==> config.mk <==
export PLATFORM = sky130hd
export DESIGN_NAME = regbank_wb_arbiter
export DESIGN_NICKNAME = d
export VERILOG_FILES = /design/src/rtl/regbank_wb_arbiter_pkg.sv /design/src/rtl/regbank_wb_arbiter_rr_arbiter.sv /design/src/rtl/regbank_wb_arbiter.sv
export SDC_FILE = /design/constraint.sdc
export NUM_CORES = 1
export LEC_CHECK = 0
export ABC_AREA = 1
export CAP_MARGIN = 20
export CORE_AREA = 3 3 114 116
export DETAILED_ROUTE_END_ITERATION = 12
export DIE_AREA = 0 0 117 119
export PLACE_DENSITY = 0.82
export SKIP_LAST_GASP = 1
export SLEW_MARGIN = 20
export SYNTH_ARGS = -nofsm -noshare
export SYNTH_HDL_FRONTEND = slang
export SYNTH_HIERARCHICAL = 1
export SYNTH_SLANG_ARGS = --single-unit
==> constraint.sdc <==
create_clock -name clk -period 3.72 [get_ports clk]
set_input_delay 0.372 -clock clk [delete_from_list [all_inputs] [get_ports clk]]
set_output_delay 0.372 -clock clk [all_outputs]
set_load 0.02 [all_outputs]
==> src/rtl/regbank_wb_arbiter_pkg.sv <==
`default_nettype none
// ============================================================================
// Module   : regbank_wb_arbiter_pkg
// Purpose  : Shared widths and writeback request type for the register-bank
//            writeback arbiter.
// Revision : 1.0 - initial release
// ============================================================================
package regbank_wb_arbiter_pkg;

    localparam int unsigned NREGS      = 32;
    localparam int unsigned REG_ADDR_W = $clog2(NREGS);
    localparam int unsigned DATA_W     = 32;

    typedef struct packed {
        logic                  valid;
        logic [REG_ADDR_W-1:0] regAddr;
        logic [DATA_W-1:0]     val;
    } wbReq_t;

endpackage : regbank_wb_arbiter_pkg
`default_nettype wire

==> src/rtl/regbank_wb_arbiter_rr_arbiter.sv <==
`default_nettype none
// ============================================================================
// Module   : regbank_wb_arbiter_rr_arbiter
// Purpose  : Combinational round-robin grant; the scan starts at i_ptr and
//            wraps modulo NUM_REQ. Produces one-hot and encoded grant.
// Revision : 1.0 - initial release
// ============================================================================
module regbank_wb_arbiter_rr_arbiter #(
    parameter int NUM_REQ = 3,
    parameter int PTR_W   = (NUM_REQ > 1) ? $clog2(NUM_REQ) : 1
) (
    input  logic [NUM_REQ-1:0] i_reqVec,
    input  logic [PTR_W-1:0]   i_ptr,
    input  logic               i_enable,
    output logic [NUM_REQ-1:0] o_grant,
    output logic [PTR_W-1:0]   o_grantIdx,
    output logic               o_grantValid
);

    localparam int SUM_W = PTR_W + 1;

    logic [SUM_W-1:0] w_sum;
    logic [PTR_W-1:0] w_idx;

    always_comb begin
        o_grant      = '0;
        o_grantIdx   = '0;
        o_grantValid = 1'b0;
        w_sum        = '0;
        w_idx        = '0;
        if (i_enable) begin
            for (int k = 0; k < NUM_REQ; k++) begin
                // ptr + k never exceeds 2*NUM_REQ-2, so one subtraction wraps it
                w_sum = {1'b0, i_ptr} + SUM_W'(k);
                if (w_sum >= SUM_W'(NUM_REQ)) begin
                    w_sum = w_sum - SUM_W'(NUM_REQ);
                end
                w_idx = w_sum[PTR_W-1:0];
                if (!o_grantValid && i_reqVec[w_idx]) begin
                    o_grant[w_idx] = 1'b1;
                    o_grantIdx     = w_idx;
                    o_grantValid   = 1'b1;
                end
            end
        end
    end

endmodule : regbank_wb_arbiter_rr_arbiter
`default_nettype wire

==> src/rtl/regbank_wb_arbiter.sv <==
`default_nettype none
// ============================================================================
// Module   : regbank_wb_arbiter
// Purpose  : Round-robin sharing of the register-bank write port among
//            NUM_REQ writeback sources, with read-port forwarding.
// Revision : 1.0 - initial release
// ============================================================================
module regbank_wb_arbiter
    import regbank_wb_arbiter_pkg::*;
#(
    parameter int NUM_REQ    = 3,
    parameter int ZERO_WIRED = 1
) (
    input  logic                           clk,
    input  logic                           rst,
    input  logic [NUM_REQ-1:0]             req_valid,
    input  logic [REG_ADDR_W*NUM_REQ-1:0]  req_reg,
    input  logic [DATA_W*NUM_REQ-1:0]      req_val,
    output logic [NUM_REQ-1:0]             req_ready,
    input  logic                           hold,
    output logic                           wb_sig,
    output logic [REG_ADDR_W-1:0]          wb_reg,
    output logic [DATA_W-1:0]              wb_val,
    input  logic [REG_ADDR_W-1:0]          rd_reg1,
    input  logic [REG_ADDR_W-1:0]          rd_reg2,
    input  logic [DATA_W-1:0]              bank_val1,
    input  logic [DATA_W-1:0]              bank_val2,
    output logic [DATA_W-1:0]              rd_val1,
    output logic [DATA_W-1:0]              rd_val2
);

    localparam int PTR_W = (NUM_REQ > 1) ? $clog2(NUM_REQ) : 1;

    generate
        if (NUM_REQ < 2 || NUM_REQ > 8) begin : g_paramCheck
            $error("regbank_wb_arbiter: NUM_REQ must be in 2..8");
        end
    endgenerate

    wbReq_t                w_reqs [NUM_REQ];
    logic [NUM_REQ-1:0]    w_reqVec;
    logic [NUM_REQ-1:0]    w_grant;
    logic [PTR_W-1:0]      w_grantIdx;
    logic                  w_grantValid;
    logic                  w_arbEnable;
    logic [REG_ADDR_W-1:0] w_selReg;
    logic [DATA_W-1:0]     w_selVal;
    logic                  w_selIssues;

    logic [PTR_W-1:0]      r_rrPtr;
    logic                  r_wbSig;
    logic [REG_ADDR_W-1:0] r_wbReg;
    logic [DATA_W-1:0]     r_wbVal;

    genvar gi;
    generate
        for (gi = 0; gi < NUM_REQ; gi++) begin : g_unpack
            assign w_reqs[gi] = '{valid:   req_valid[gi],
                                  regAddr: req_reg[REG_ADDR_W*gi +: REG_ADDR_W],
                                  val:     req_val[DATA_W*gi +: DATA_W]};
            assign w_reqVec[gi] = w_reqs[gi].valid;
        end
    endgenerate

    // Grants are suppressed during reset so no handshake can complete then.
    assign w_arbEnable = !hold && !rst;

    regbank_wb_arbiter_rr_arbiter #(
        .NUM_REQ (NUM_REQ),
        .PTR_W   (PTR_W)
    ) u_rrArbiter (
        .i_reqVec     (w_reqVec),
        .i_ptr        (r_rrPtr),
        .i_enable     (w_arbEnable),
        .o_grant      (w_grant),
        .o_grantIdx   (w_grantIdx),
        .o_grantValid (w_grantValid)
    );

    assign req_ready = w_grant;

    assign w_selReg    = w_reqs[w_grantIdx].regAddr;
    assign w_selVal    = w_reqs[w_grantIdx].val;
    // A register-0 write under ZERO_WIRED still handshakes but never reaches the bank.
    assign w_selIssues = !((ZERO_WIRED != 0) && (w_selReg == '0));

    always_ff @(posedge clk or posedge rst) begin
        if (rst) begin
            r_rrPtr <= '0;
            r_wbSig <= 1'b0;
            r_wbReg <= '0;
            r_wbVal <= '0;
        end else if (w_grantValid) begin
            r_rrPtr <= (w_grantIdx == PTR_W'(NUM_REQ - 1)) ? '0 : w_grantIdx + 1'b1;
            r_wbSig <= w_selIssues;
            r_wbReg <= w_selReg;
            r_wbVal <= w_selVal;
        end else begin
            r_wbSig <= 1'b0;
        end
    end

    assign wb_sig = r_wbSig;
    assign wb_reg = r_wbReg;
    assign wb_val = r_wbVal;

    assign rd_val1 = (r_wbSig && (r_wbReg == rd_reg1)) ? r_wbVal : bank_val1;
    assign rd_val2 = (r_wbSig && (r_wbReg == rd_reg2)) ? r_wbVal : bank_val2;

endmodule : regbank_wb_arbiter
`default_nettype wire

==> results of run 1 <==
-- worst max path at each step --
stage,from,endpoint,slack [ps],cells after the start
after global routing,r_rrPtr[0],wb_val[31],430,14
after CTS,rd_reg2[3],rd_val2[17],640,7
final,rd_reg2[3],rd_val2[17],640,7
after floorplan,r_rrPtr[0],wb_sig,1220,18
after global placement,rd_reg2[3],rd_val2[1],680,7
after detailed placement,rd_reg2[3],rd_val2[17],640,7
-- logic make-up (layout without fill, tap and decap cells) --
kind of cell,count (synthesis),after routing,share of synthesized area
AOI/OAI and AO/OA,76,76,0.139
adders and majority gates,4,4,0.0139
buffers and inverters,72,351,0.0929
DFF,40,40,0.278
and+or+nand+nor,381,381,0.476
-- per-stage QoR --
step	area, um2	setup slack, ps
floorplan	3590	1220
global placement	6690	678
detailed placement	6690	642
CTS	6840	639
global route	6840	433
finish	6840	636
-- cell type report --
| type | instances | area, um2 | share of cell area |
|---|---|---|---|
| clock buffer | 8 | 146 | 0.0214 |
| timing repair buffer | 314 | 3110 | 0.455 |
| tap | 147 | 184 | 0.0269 |
| multi-input combinational | 461 | 2290 | 0.335 |
| sequential | 40 | 1000 | 0.146 |
| inverter | 29 | 109 | 0.0159 |
-- layer usage --
layer,GRT usage,share of wire
met1,0.310,0.41
met2,0.404,0.48
met3,0.0447,0.074
met4,0.0789,0.031
met5,0,0
-- worst max-delay path, cell delays in order --
cell             delay (ps)
clkdlybuf4s50_1         410
or2_1                   250
a21oi_4                 420
nand3_4                 440
nand2_1                 160
nand2_1                  80
clkdlybuf4s50_1         570
-- layout by cell type (no fill, tap or decap), types with 2 or more instances in the layout --
cell type and n:
nor2_4 2, nand2_1 222, inv_2 8, nor3_4 4, o21ai_1 4, clkdlybuf4s50_1 295, inv_1 21, nand3_1 17
or2_1 2, a21oi_1 9, a22oi_1 23, nand4_1 65, a31oi_1 30, clkbuf_1 2, dfrtp_1 40, a21oi_4 2
o21ai_0 6, clkbuf_16 5, nand3_2 4, buf_4 18, ha_1 4, nor2_1 62, a41oi_1 2
-- report_power, final --
part           switching, mW  internal (mW)  total, mW
clock network          0.162          0.268      0.430
registers              0.329          0.647      0.976
logic                   1.64           1.17       2.82
==> reports/qor.yml, run 1 <==
status: "finished, final reports clean"
clk_transition_reported_paths_ps: 50
largest_reg_flops: 32
syn_area_per_cell_um2: 6.27
drive_above_1_share: 0.0563
drv_cap: 0
layout_min_cycle_time_ps: 3080
grt_max_degree: 59
synth_most_common_cell: "nand2_1"
synth_area_leaders: "dfrtp_1, nand2_1, nand4_1"
timing.final.crit_share: 0.829
startpoint_type: "input port"
dp_hpwl_mm: 14.2
stdcell_count: 999
syn_area_um2: 3590
dp_cells: 991
synth_common_cells: "nand2_1, nand4_1, nor2_1"
cp_data_required_time_ps: 3350
yosys.area.top_type: "dfrtp_1"
root_buffer: "clkbuf_16"
ctsHoldBuffers: 0
drt-initial-drc-count: 373
slew_violations: 0
critPathArrivalTime_ps: 2710
core_area_um2: 12000
synth_edf_count: 0
synth_ff_type: "dfrtp_1"
antenna_found_initial: 0
cts_setup_buffers: 0
io_pins: 296
hold_ws_ps: 558
yosysTopAreaCellShare: 0.278
nNetsFinal: 1046
fin_skew_ps: 4.37
p_per_area_nw_per_um2: 618
postLayoutCoreUtil: 0.569
initial_core_util: 0.299
setup_tns_ps: 0
path_max_fanout: 32
slew_headroom: 0.426
r2r_start: "r_rrPtr[0]"
cts_buffer_depth: 2
cts_tree: "done"
synth_cell_types: 27
synth_fp_nets: 768
r2r_end: "wb_val[31]"
max_freq_ghz: 0.324
io_buffers: 295
yosysWarningCount: 6
fp.dieArea_um2: 13900
vias_per_cell: 5.15
finalHoldViolCount: 0
worstSetupEndpointType: "output port"
path_class: "input port to output port"
p_leak_nw: 2.97
grt_usage: 0.242
rsz0062_at_grt: "false"
ys_ff_latch: 40
num_vias: 5141
total_power_mw: 4.22
postSynthCellCount: 573
wire_per_inst_um: 17.8
insertion_delay_ps: 280
setup_violations: 0
globalplace.congestion: 0.892
fill_cells: 1154
reg2regPathDepth: 15
tightestPinTransition_ps: 859
peakVddDrop_uv: 453
diodes: 0
die_w_um: 117
min_path_cells: 2
cts_resized: 0
synthToLayoutAreaGrowth_pct: 90.2
h-tree-depth: 2
fp.dieH_um: 119
rrSetupSlack_ps: 760
grt_pass1_vias: 4776
synthArstFlopShare: 1.00
cts_made_buffers: 5
ys_seq_area_frac: 0.278
wirelength_mm: 17.7
worstHoldPathType: "flop to flop"
grt_remaining_overflow: 0
drc: 0
clock_sinks: 40
min_to: "r_rrPtr[1]"
grt_pass1_wl_mm: 26.3
std_cell_rows: 40
antenna_left: 0
first_pass_iters: 5
min_from: "r_rrPtr[1]"
Note: power is estimated with default switching activity, not from simulation.
==> run 2, diff against run 1 <==
CORE_AREA = 3 3 115 117   (was 3 3 114 116)
DIE_AREA = 0 0 118 120   (was 0 0 117 119)
PLACE_DENSITY = 0.81   (was 0.82)
clock period = 3.15 ns   (was 3.72 ns; I/O delays follow)
==> run 2 against run 1 <==
Routed wire length decreased by 0.50%; combinational power increased by 16%; utilization decreased by 1.9 points; via count decreased by 0.64%; clock power increased by 21%; power increased by 17%; worst setup slack got worse by 370 ps; first-iteration DRC count decreased by 8.0%; clock skew increased by 1.5 ps; critical path type is now flop to output port.
==> reports/qor.yml, run 2 (synthesis results as in run 1) <==
setup_violations: 0  # unchanged
insertion_delay_ps: 280  # about the same
path_class: "flop to output port"  # was input port to output port
rrSetupSlack_ps: 370  # was 760 ps
max_freq_ghz: 0.346
reg2regPathDepth: 16  # was 15
grt_remaining_overflow: 0  # unchanged
slew_headroom: 0.403  # was 0.426
drive_above_1_share: 0.0508  # was 0.0563
min_to: "wb_reg[1]"  # was r_rrPtr[1]
rsz0062_at_grt: "false"  # unchanged
stdcell_area_um2: 6860  # was 6840 um2
min_from: "wb_reg[1]"  # was r_rrPtr[1]
worstSetupEndpointType: "output port"  # unchanged
num_vias: 5108  # was 5141
critPathArrivalTime_ps: 2570  # was 2710 ps
die_w_um: 118  # was 117 um
std_cell_rows: 41  # was 40
io_pins: 296  # unchanged
clock_sinks: 40  # unchanged
status: "finished, final reports clean"  # unchanged
cts_setup_buffers: 0  # unchanged
place_area_um2: 6710  # was 6690 um2
path_max_fanout: 29  # was 32
fin_skew_ps: 5.86  # was 4.37 ps
fp.dieH_um: 120  # was 119 um
h-tree-depth: 2  # unchanged
fill_cells: 1185  # was 1154
tightestPinTransition_ps: 894  # was 859 ps
min_path_cells: 2  # unchanged
antenna_left: 0  # unchanged
globalplace.congestion: 0.947  # was 0.892
drt-initial-drc-count: 343  # was 373
diodes: 0  # unchanged
grt_max_degree: 59  # unchanged
p_leak_nw: 2.95  # was 2.97 nW
worstHoldPathType: "flop to flop"  # unchanged
nNetsFinal: 1040  # was 1046
setup_tns_ps: 0  # unchanged
largest_reg_flops: 32  # unchanged
slew_violations: 0  # unchanged
fp.dieArea_um2: 14200  # was 13900 um2
drc: 0  # unchanged
cp_data_required_time_ps: 2830  # was 3350 ps
antenna_found_initial: 0  # unchanged
multi_input_area_um2: 2290  # about the same
startpoint_type: "flop"  # was input port
peakVddDrop_uv: 584  # was 453 uV
core_area_um2: 12500  # was 12000 um2
cts_made_buffers: 5  # unchanged
wirelength_mm: 17.6  # was 17.7 mm
r2r_end: "wb_val[16]"  # was wb_val[31]
final_cell_mix: "clkdlybuf4s50_1, nand2_1, nand4_1"  # unchanged
initial_core_util: 0.288  # was 0.299
hold_ws_ps: 546  # was 558 ps
critical_path.startpoint: "wb_reg[3]"  # was rd_reg2[3]
root_buffer: "clkbuf_16"  # unchanged
synthToLayoutAreaGrowth_pct: 90.7  # was 90.2%
ctsHoldBuffers: 0  # unchanged
cts_tree: "done"  # unchanged
first_pass_iters: 5  # unchanged
dp_hpwl_mm: 13.7  # was 14.2 mm
wire_per_inst_um: 17.3  # was 17.8 um
layout_commonest_cell: "clkdlybuf4s50_1"  # unchanged
grt_pass1_wl_mm: 26.7  # was 26.3 mm
total_power_mw: 4.94  # was 4.22 mW
clk_transition_reported_paths_ps: 60  # was 50 ps
grt_pass1_vias: 4758  # was 4776
place_ws_ps: 363  # was 642 ps
finalHoldViolCount: 0  # unchanged
r2r_start: "r_rrPtr[0]"  # unchanged
setup_slack_ps: 262  # was 636 ps
cts_buffer_depth: 2  # unchanged
drv_cap: 0  # unchanged
grt_usage: 0.236  # was 0.242
cts_resized: 0  # unchanged
timing.final.crit_share: 0.917
io_buffers: 295  # unchanged
layout_min_cycle_time_ps: 2890
area.sequential_um2: 1000  # unchanged
vias_per_cell: 5.02  # was 5.15
p_per_area_nw_per_um2: 720  # was 618 nW/um2
[run 2: changes by cell type in the layout (fill, tap and decap cells not counted), sizes merged]
| cell | delta |
|---|---|
| buf | -6 |
| clkbuf | -1 |
| clkinvlp | +1 |
[run 2: layout make-up]
class                      count  area share
timing repair buffer         308       0.450
tap                          172      0.0314
sequential                    40       0.146
clock inverter                 1     0.00109
multi-input combinational    461       0.334
clock buffer                   7      0.0208
inverter                      29      0.0159
[run 2: per-stage QoR]
step | cells | utilization
floorplan | 573 | -
global placement | 1010 | 0.538
detailed placement | 1010 | 0.538
CTS | 1018 | 0.550
global route | 1018 | 0.550
finish | 1018 | 0.550
[run 2: metal layers]
layer,part of all wire,up-vias,track usage
met5,0,-,0
met4,0.014,0,0.0520
met3,0.066,22,0.0457
met2,0.49,249,0.406
met1,0.43,2343,0.307
li1,-,2494,-
[run 2: critical path, stage by stage (launching register included)]
cell,delay (ps)
dfrtp_1,460
or2_1,290
a21oi_4,240
buf_4,380
nand4_1,200
nand2_1,100
clkdlybuf4s50_1,600
[run 2: worst max path at each step]
| stage | endpoint | slack, ps | depth (start not counted) |
|---|---|---|---|
| after detailed placement | rd_val2[0] | 360 | 9 |
| after CTS | req_ready[1] | 270 | 11 |
| final | rd_val2[0] | 260 | 6 |
| after floorplan | wb_sig | 650 | 18 |
| after global routing | req_ready[1] | 70 | 11 |
| after global placement | rd_val2[0] | 380 | 9 |
[run 2: power breakdown]
group	leakage (nW)	internal [mW]	switching, mW	total, mW
logic	2.42	1.35	1.91	3.26
clock network	0.0701	0.316	0.205	0.520
registers	0.454	0.763	0.395	1.16
